==> config.mk <==
export PLATFORM = sky130hd
export DESIGN_NAME = vga_timing_gen
export DESIGN_NICKNAME = d
export VERILOG_FILES = /design/src/rtl/vga_timing_pkg.sv /design/src/rtl/vga_axis_counter.sv /design/src/rtl/vga_timing_gen.sv
export SDC_FILE = /design/constraint.sdc
export NUM_CORES = 1
export LEC_CHECK = 0
export CORE_ASPECT_RATIO = 0.7
export CORE_MARGIN = 8
export CORE_UTILIZATION = 40
export DETAILED_ROUTE_END_ITERATION = 10
export PLACE_DENSITY_LB_ADDON = 0.15
export RECOVER_POWER = 25
export SETUP_SLACK_MARGIN = 0.3
export SYNTH_ARGS = -nofsm -noshare
export SYNTH_HDL_FRONTEND = slang
export SYNTH_SLANG_ARGS = --single-unit
==> constraint.sdc <==
create_clock -name iVGA_CLK -period 5.6 [get_ports iVGA_CLK]
set_input_delay 0.84 -clock iVGA_CLK [delete_from_list [all_inputs] [get_ports iVGA_CLK]]
set_output_delay 0.84 -clock iVGA_CLK [all_outputs]
set_load 0.03 [all_outputs]
==> src/rtl/vga_timing_pkg.sv <==
// Shared timing constants and widths for the 640x480@60 Hz VGA raster generator.
package vga_timing_pkg;

   localparam int VGA_H_VISIBLE = 640;
   localparam int VGA_H_FRONT   = 16;
   localparam int VGA_H_SYNC    = 96;
   localparam int VGA_H_BACK    = 48;
   localparam int VGA_V_VISIBLE = 480;
   localparam int VGA_V_FRONT   = 10;
   localparam int VGA_V_SYNC    = 2;
   localparam int VGA_V_BACK    = 33;

   // Derived totals and the first visible count on each axis (sync comes first in a line/frame).
   localparam int VGA_H_TOTAL     = VGA_H_VISIBLE + VGA_H_FRONT + VGA_H_SYNC + VGA_H_BACK;
   localparam int VGA_V_TOTAL     = VGA_V_VISIBLE + VGA_V_FRONT + VGA_V_SYNC + VGA_V_BACK;
   localparam int VGA_H_VIS_START = VGA_H_SYNC + VGA_H_BACK;
   localparam int VGA_V_VIS_START = VGA_V_SYNC + VGA_V_BACK;

   localparam int COORD_W = 10;
   localparam int ADDR_W  = 19;

   function automatic int axis_total(input int vis, input int front, input int sync, input int back);
      return vis + front + sync + back;
   endfunction

endpackage

==> src/rtl/vga_axis_counter.sv <==
// One raster axis: a wrapping position counter plus combinational sync/visible decode of its current count.
module vga_axis_counter #(
   parameter int TOTAL     = 800,
   parameter int SYNC      = 96,
   parameter int VIS_START = 144,
   parameter int VIS_END   = 784,
   parameter int CW        = 10
) (
   input  logic          clk,
   input  logic          rst_n,
   input  logic          advance,
   output logic [CW-1:0] count,
   output logic          wrap,
   output logic          sync_n,
   output logic          visible
);

   localparam logic [CW-1:0] LAST   = CW'(TOTAL - 1);
   localparam logic [CW-1:0] SYNC_C = CW'(SYNC);
   localparam logic [CW-1:0] VS_C   = CW'(VIS_START);
   localparam logic [CW-1:0] VE_C   = CW'(VIS_END);

   always_ff @(posedge clk) begin
      if (!rst_n) begin
         count <= '0;
      end else if (advance) begin
         count <= (count == LAST) ? '0 : count + 1'b1;
      end
   end

   assign wrap    = advance && (count == LAST);
   assign sync_n  = (count >= SYNC_C);
   assign visible = (count >= VS_C) && (count < VE_C);

endmodule

==> src/rtl/vga_timing_gen.sv <==
// VGA raster timing: registered sync, blanking, visible coordinates and a linear frame-buffer address.
module vga_timing_gen
   import vga_timing_pkg::*;
#(
   parameter int H_VISIBLE = VGA_H_VISIBLE,
   parameter int H_FRONT   = VGA_H_FRONT,
   parameter int H_SYNC    = VGA_H_SYNC,
   parameter int H_BACK    = VGA_H_BACK,
   parameter int V_VISIBLE = VGA_V_VISIBLE,
   parameter int V_FRONT   = VGA_V_FRONT,
   parameter int V_SYNC    = VGA_V_SYNC,
   parameter int V_BACK    = VGA_V_BACK
) (
   input  logic               iVGA_CLK,
   input  logic               iRST_n,
   output logic               oHS,
   output logic               oVS,
   output logic               oBLANK_n,
   output logic [COORD_W-1:0] oX,
   output logic [COORD_W-1:0] oY,
   output logic [ADDR_W-1:0]  oADDR,
   output logic               oFRAME_START
);

   localparam int H_TOT = axis_total(H_VISIBLE, H_FRONT, H_SYNC, H_BACK);
   localparam int V_TOT = axis_total(V_VISIBLE, V_FRONT, V_SYNC, V_BACK);
   localparam int H_VS0 = H_SYNC + H_BACK;
   localparam int V_VS0 = V_SYNC + V_BACK;

   localparam logic [COORD_W-1:0] H_OFF = COORD_W'(H_VS0);
   localparam logic [COORD_W-1:0] V_OFF = COORD_W'(V_VS0);

   logic [COORD_W-1:0] h_cnt;
   logic [COORD_W-1:0] v_cnt;
   logic               h_wrap;
   logic               v_wrap;
   logic               h_sync_n;
   logic               v_sync_n;
   logic               h_vis;
   logic               v_vis;
   logic               vis;
   logic [ADDR_W-1:0]  addr_nxt;

   vga_axis_counter #(
      .TOTAL(H_TOT), .SYNC(H_SYNC), .VIS_START(H_VS0), .VIS_END(H_VS0 + H_VISIBLE), .CW(COORD_W)
   ) u_h_axis (
      .clk(iVGA_CLK), .rst_n(iRST_n), .advance(1'b1),
      .count(h_cnt), .wrap(h_wrap), .sync_n(h_sync_n), .visible(h_vis)
   );

   vga_axis_counter #(
      .TOTAL(V_TOT), .SYNC(V_SYNC), .VIS_START(V_VS0), .VIS_END(V_VS0 + V_VISIBLE), .CW(COORD_W)
   ) u_v_axis (
      .clk(iVGA_CLK), .rst_n(iRST_n), .advance(h_wrap),
      .count(v_cnt), .wrap(v_wrap), .sync_n(v_sync_n), .visible(v_vis)
   );

   assign vis = h_vis & v_vis;

   // Outputs describe the position the counters held before this edge (one clock latency).
   always_ff @(posedge iVGA_CLK) begin
      if (!iRST_n) begin
         oHS          <= 1'b1;
         oVS          <= 1'b1;
         oBLANK_n     <= 1'b0;
         oX           <= '0;
         oY           <= '0;
         oADDR        <= '0;
         oFRAME_START <= 1'b0;
      end else begin
         oHS          <= h_sync_n;
         oVS          <= v_sync_n;
         oBLANK_n     <= vis;
         oX           <= vis ? h_cnt - H_OFF : '0;
         oY           <= vis ? v_cnt - V_OFF : '0;
         oADDR        <= vis ? addr_nxt : '0;
         oFRAME_START <= (h_cnt == '0) && (v_cnt == '0);
      end
   end

   // Address of the next visible pixel; walks row-major and is cleared on the last frame position.
   always_ff @(posedge iVGA_CLK) begin
      if (!iRST_n) begin
         addr_nxt <= '0;
      end else if (v_wrap) begin
         addr_nxt <= '0;
      end else if (vis) begin
         addr_nxt <= addr_nxt + 1'b1;
      end
   end

endmodule

==> impl_metrics.tcl, run 1 <==
set metrics [dict create \
    run_status "finished, final reports clean" \
    r2r_cells 7 \
    ys_ff_latch 82 \
    syn-num-nets 370 \
    vias 2500 \
    syn_avg_cell_area_um2 9.31 \
    cts_root_buf "clkbuf_16" \
    io_buffer_count 44 \
    holdPathStages 2 \
    cts_max_level 3 \
    min_path_type "flip-flop to flip-flop" \
    multiInputGateArea_um2 1540 \
    maxCapViolations 0 \
    cts_setup_buffers 0 \
    clkLatencyLatePin_ps 330 \
    synth_area_leader_cell "dfxtp_1" \
    track_usage 0.128 \
    slew_violations 0 \
    fin_crit_ps 3760 \
    vias_per_cell 4.97 \
    wl_per_cell_um 13.8 \
    drive_gt1_frac 0.0503 \
    fp.dieW_um 125 \
    wirelength_um 6930 \
    ys_seq_area_frac 0.492 \
    antenna_found_initial 0 \
    cts_hold_buf 0 \
    fill_cells 781 \
    ys_types 40 \
    cp_top_family "compound AO/OA/AOI/OAI gates" \
    dpl.hpwl_um 4780 \
    drtIter0Drc 219 \
    grt_pass1_wl_um 12100 \
    crit_path_start "u_v_axis.count[0]" \
    cp.depth 7 \
    path_cells "ha_1, o41ai_1, a21oi_1, o211ai_4, or2_1, inv_1, and2_1" \
    ant_nets 0 \
    fp-row-count 28 \
    start_util 0.403 \
    max-vdd-ir-drop_mv 0.138 \
    setup_ws_ps 1840 \
    crit_path_top_delay_cell "o211ai_4" \
    first_pass_iters 4 \
    synth_area_um2 3330 \
    ctsResizeCount 0 \
    synthCells 358 \
    tritoncts "built" \
    min_from "addr_nxt[18]" \
    grt-ovfl-total 0 \
    tightest_slew_ps 1010 \
    io_pins 45 \
    setup_tns_ps 0 \
    final_common_cell "dfxtp_1" \
    cts_buffers 9 \
    synthTopCellsByArea "dfxtp_1 49%, nor2_1 4.8%, and2_1 4.3%" \
    final_cell_mix "82 x dfxtp_1, 43 x nor2_1, 27 x clkdlybuf4s50_1, 24 x a21oi_1, 22 x and2_1" \
    clk_path_buf_depth 2 \
    pre_cts_ws_ps 1800 \
    rsz0062_at_grt "no" \
    cpPeakStageDelay_ps 720 \
    path_clk_slew_ps 60 \
    worst_clock_skew_ps 7.50 \
    gp_congestion 0.844 \
    clock.fmax_mhz 266 \
    area_growth_pct 23.2 \
    yosys.area.top_type_share 0.492 \
    critical_path_class "flip-flop to flip-flop" \
    cp.required_ps 5820 \
    setup_viol 0 \
    core_um2 8270 \
    seq_area_um2 1640 \
    drt_drc_violations_left 0 \
    die-height_um 92.4 \
    hold_viol_final 0 \
    timing.rr.start "u_v_axis.count[0]" \
    crit_arrival_ps 3980 \
    p_per_area_nw_per_um2 296 \
    grt_max_degree 38 \
    cts.sinks 82 \
    insertedDiodeCount 0 \
    final_nets 406 \
    cp-end-kind "flip-flop" \
    path_buf_inv 1 \
    ys_warn_count 0 \
    period_share 0.671 \
    die-area_um2 11600 \
    grt_pass1_vias 2451 \
    crit_path_start_kind "flip-flop" \
    cp_max_fo 37 \
    p_leak_nw 1.57 \
    slew_headroom 0.326 \
    post-route-util 0.497 \
]
-- cells in the mapped netlist --
cell type and number:
or3_1 11, buf_2 6, xnor2_1 14, nor3b_1 2, o31ai_1 10, o21ai_0 11
a21oi_2 1, ha_1 10, o41a_1 1, a22oi_1 1, nand4_1 10, nor2b_1 2
a2111oi_0 1, a21oi_1 24, nor3_1 5, dfxtp_1 82, o211ai_1 1, buf_4 3
nand2_1 18, o41ai_1 1, nor4_1 4, or4_4 2, nor2_1 43, and2_1 23
nor4b_4 1, or2_1 1, o211ai_4 1, clkbuf_1 8, o21a_1 2, or4_1 10
nor4bb_1 2, mux2i_1 1, buf_6 2, o31a_1 1, inv_1 13, and3_1 8
and4_1 2, nand3_1 9, nand2b_1 2, xor2_1 9
-- cell type report --
| class | instances | area share |
|---|---|---|
| clock buffers | 9 | 0.0548 |
| clock inverters | 6 | 0.0201 |
| inverters | 13 | 0.0119 |
| multi-input cells | 244 | 0.375 |
| flip-flops and latches | 82 | 0.400 |
| well taps | 105 | 0.0320 |
| repair buffers | 44 | 0.107 |
-- metrics by stage --
stage	cell area (µm²)	power (W)	hold WS [ps]	std cells
after floorplan	3330	0.000615	442	358
after global placement	3800	0.000623	468	488
after detailed placement	3800	0.000623	468	488
after CTS	4110	0.00123	486	503
after global routing	4110	0.00126	512	503
final	4110	0.00122	488	503
-- where the power goes --
part	leakage, nW	switching [W]	internal (W)	total [W]
Combinational	0.757	0.0000130	0.00000673	0.0000197
Sequential	0.662	0.00000262	0.000587	0.000589
Clock	0.151	0.000223	0.000385	0.000608
-- metal layers --
metal,vias to the layer above,track usage,wire (µm)
li1,1311,-,-
met1,1127,0.169,3590
met2,54,0.187,2840
met3,8,0.0459,415
met4,0,0.0525,90
met5,-,0,0
-- worst reg2reg max path: stages, from the launching register on --
cell,delay (ps)
dfxtp_1,370
ha_1,340
o41ai_1,560
a21oi_1,220
o211ai_4,720
or2_1,680
inv_1,460
and2_1,300
-- sequential cells by signal, indices dropped and copies added, names as in the netlist --
register        cells
oVS                 1
u_v_axis.count     10
oADDR              19
oX                 10
oFRAME_START        1
oY                 10
oBLANK_n            1
oHS                 1
addr_nxt           19
u_h_axis.count     10
-- worst paths after layout --
check,to,slack [ps]
max reg2reg,oADDR[1],1840
min,addr_nxt[18],490
min reg2reg,addr_nxt[18],490
max,oADDR[1],1840
-- cells by family after synthesis --
| group | synth area share |
|---|---|
| AND/OR/NAND/NOR | 0.256 |
| XOR/XNOR | 0.0604 |
| buffers and inverters | 0.0462 |
| flip-flops | 0.492 |
| multiplexers | 0.00300 |
| AO/OA/AOI/OAI | 0.104 |
| adder cells (fa/ha/maj) | 0.0375 |
Note: power is estimated with default switching activity, not from simulation.
==> inputs of run 2 (changes only) <==
==> constraint.sdc (replaced) <==
create_clock -name iVGA_CLK -period 3.7 [get_ports iVGA_CLK]
set_input_delay 0.555 -clock iVGA_CLK [delete_from_list [all_inputs] [get_ports iVGA_CLK]]
set_output_delay 0.555 -clock iVGA_CLK [all_outputs]
set_load 0.03 [all_outputs]
==> impl_metrics.tcl, run 2 (synthesis results as in run 1) <==
set metrics [dict create \
    multiInputGateArea_um2 1540 \
    grt-ovfl-total 0 \
    cp-end-kind "flip-flop" \
    io_buffer_count 44 \
    layout.cells.non_filler 505 \
    core_um2 8270 \
    path_clk_slew_ps 60 \
    worst_clock_skew_ps 5.42 \
    cts_buffers 9 \
    fin_crit_ps 2980 \
    drt_drc_violations_left 0 \
    cts_hold_buf 0 \
    min_path_type "flip-flop to flip-flop" \
    total_power_w 0.00177 \
    final_cell_mix "82 x dfxtp_1, 43 x nor2_1, 24 x a21oi_1, 24 x clkdlybuf4s50_1, 23 x and2_1" \
    pre_cts_ws_ps 728 \
    drtIter0Drc 136 \
    grt_pass1_wl_um 11900 \
    drive_gt1_frac 0.0525 \
    start_util 0.403 \
    timing.rr.start "u_v_axis.count[0]" \
    die-area_um2 11600 \
    seq_area_um2 1640 \
    max-vdd-ir-drop_mv 0.174 \
    first_pass_iters 4 \
    insertedDiodeCount 0 \
    die-height_um 92.4 \
    cts.sinks 82 \
    vias 2514 \
    crit_path_start "u_v_axis.count[0]" \
    final_common_cell "dfxtp_1" \
    setup_ws_ps 724 \
    cts_max_level 3 \
    ant_nets 0 \
    final_area_um2 4100 \
    p_per_area_nw_per_um2 432 \
    p_leak_nw 1.58 \
    placed_area_um2 3820 \
    clock.fmax_mhz 336 \
    cts_setup_buffers 0 \
    rsz0062_at_grt "no" \
    gp_congestion 0.815 \
    period_share 0.804 \
    fp.dieW_um 125 \
    slew_headroom 0.464 \
    vias_per_cell 4.98 \
    ctsResizeCount 0 \
    wirelength_um 6970 \
    crit_path_top_delay_cell "o211ai_4" \
    slew_violations 0 \
    clk_path_buf_depth 2 \
    fp-row-count 28 \
    path_cells "ha_1, o41ai_1, a21oi_1, o211ai_4, or2_1, inv_1, and2_1" \
    cts_root_buf "clkbuf_16" \
    antenna_found_initial 0 \
    dpl.hpwl_um 4820 \
    min_from "addr_nxt[18]" \
    io_pins 45 \
    area_growth_pct 23.0 \
    setup_tns_ps 0 \
    tritoncts "built" \
    cpPeakStageDelay_ps 700 \
    grt_max_degree 38 \
    reg.largest.list "addr_nxt (19), oADDR (19)" \
    cp.required_ps 3920 \
    grt_pass1_vias 2473 \
    critical_path_class "flip-flop to flip-flop" \
    hold_viol_final 0 \
    setup_viol 0 \
    cp_max_fo 37 \
    crit_arrival_ps 3190 \
    final_nets 408 \
    fill_cells 785 \
    maxCapViolations 0 \
    clkLatencyLatePin_ps 330 \
    tightest_slew_ps 800 \
    path_buf_inv 1 \
    track_usage 0.126 \
    wl_per_cell_um 13.8 \
    crit_path_start_kind "flip-flop" \
    cp_top_family "compound AO/OA/AOI/OAI gates" \
    run_status "finished, final reports clean" \
    dpl.cell_count 490 \
]
## run 2: power by group
group	internal [W]	switching, W	leakage (nW)
Clock	0.000517	0.000334	0.138
Combinational	0.0000110	0.0000197	0.783
Sequential	0.000888	0.00000387	0.662
## run 2: worst reg2reg max path: stages, from the launching register on
cell	delay [ps]
dfxtp_1	380
ha_1	350
o41ai_1	510
a21oi_1	210
o211ai_4	700
or2_1	210
inv_1	240
and2_1	270
## run 2: area by class of cell
type	count	area share
inverters	13	0.0119
flip-flops and latches	82	0.400
repair buffers	46	0.111
clock buffers	10	0.0558
multi-input cells	244	0.375
clock inverters	5	0.0137
well taps	105	0.0320
## run 2: final timing paths
path | slack [ps] | endpoint | cells after the start
max | 720 | oY[1] | 7
min | 490 | oADDR[18] | 1
max reg2reg | 720 | oY[1] | 7
min reg2reg | 490 | oADDR[18] | 1
## run 2: metal layers
layer / vias to the layer above / track usage / share of wire
met5: - / 0 / 0
met1: 1151 / 0.164 / 0.53
li1: 1316 / - / -
met2: 41 / 0.189 / 0.41
met3: 6 / 0.0407 / 0.051
met4: 0 / 0.0515 / 0.0096
## run 2: metrics by stage
step,hold WS [ps],util
2_1_floorplan,442,-
3_3_place_gp,468,0.462
3_5_place_dp,476,0.462
4_1_cts,489,0.496
5_1_grt,504,0.496
6_report,489,0.496
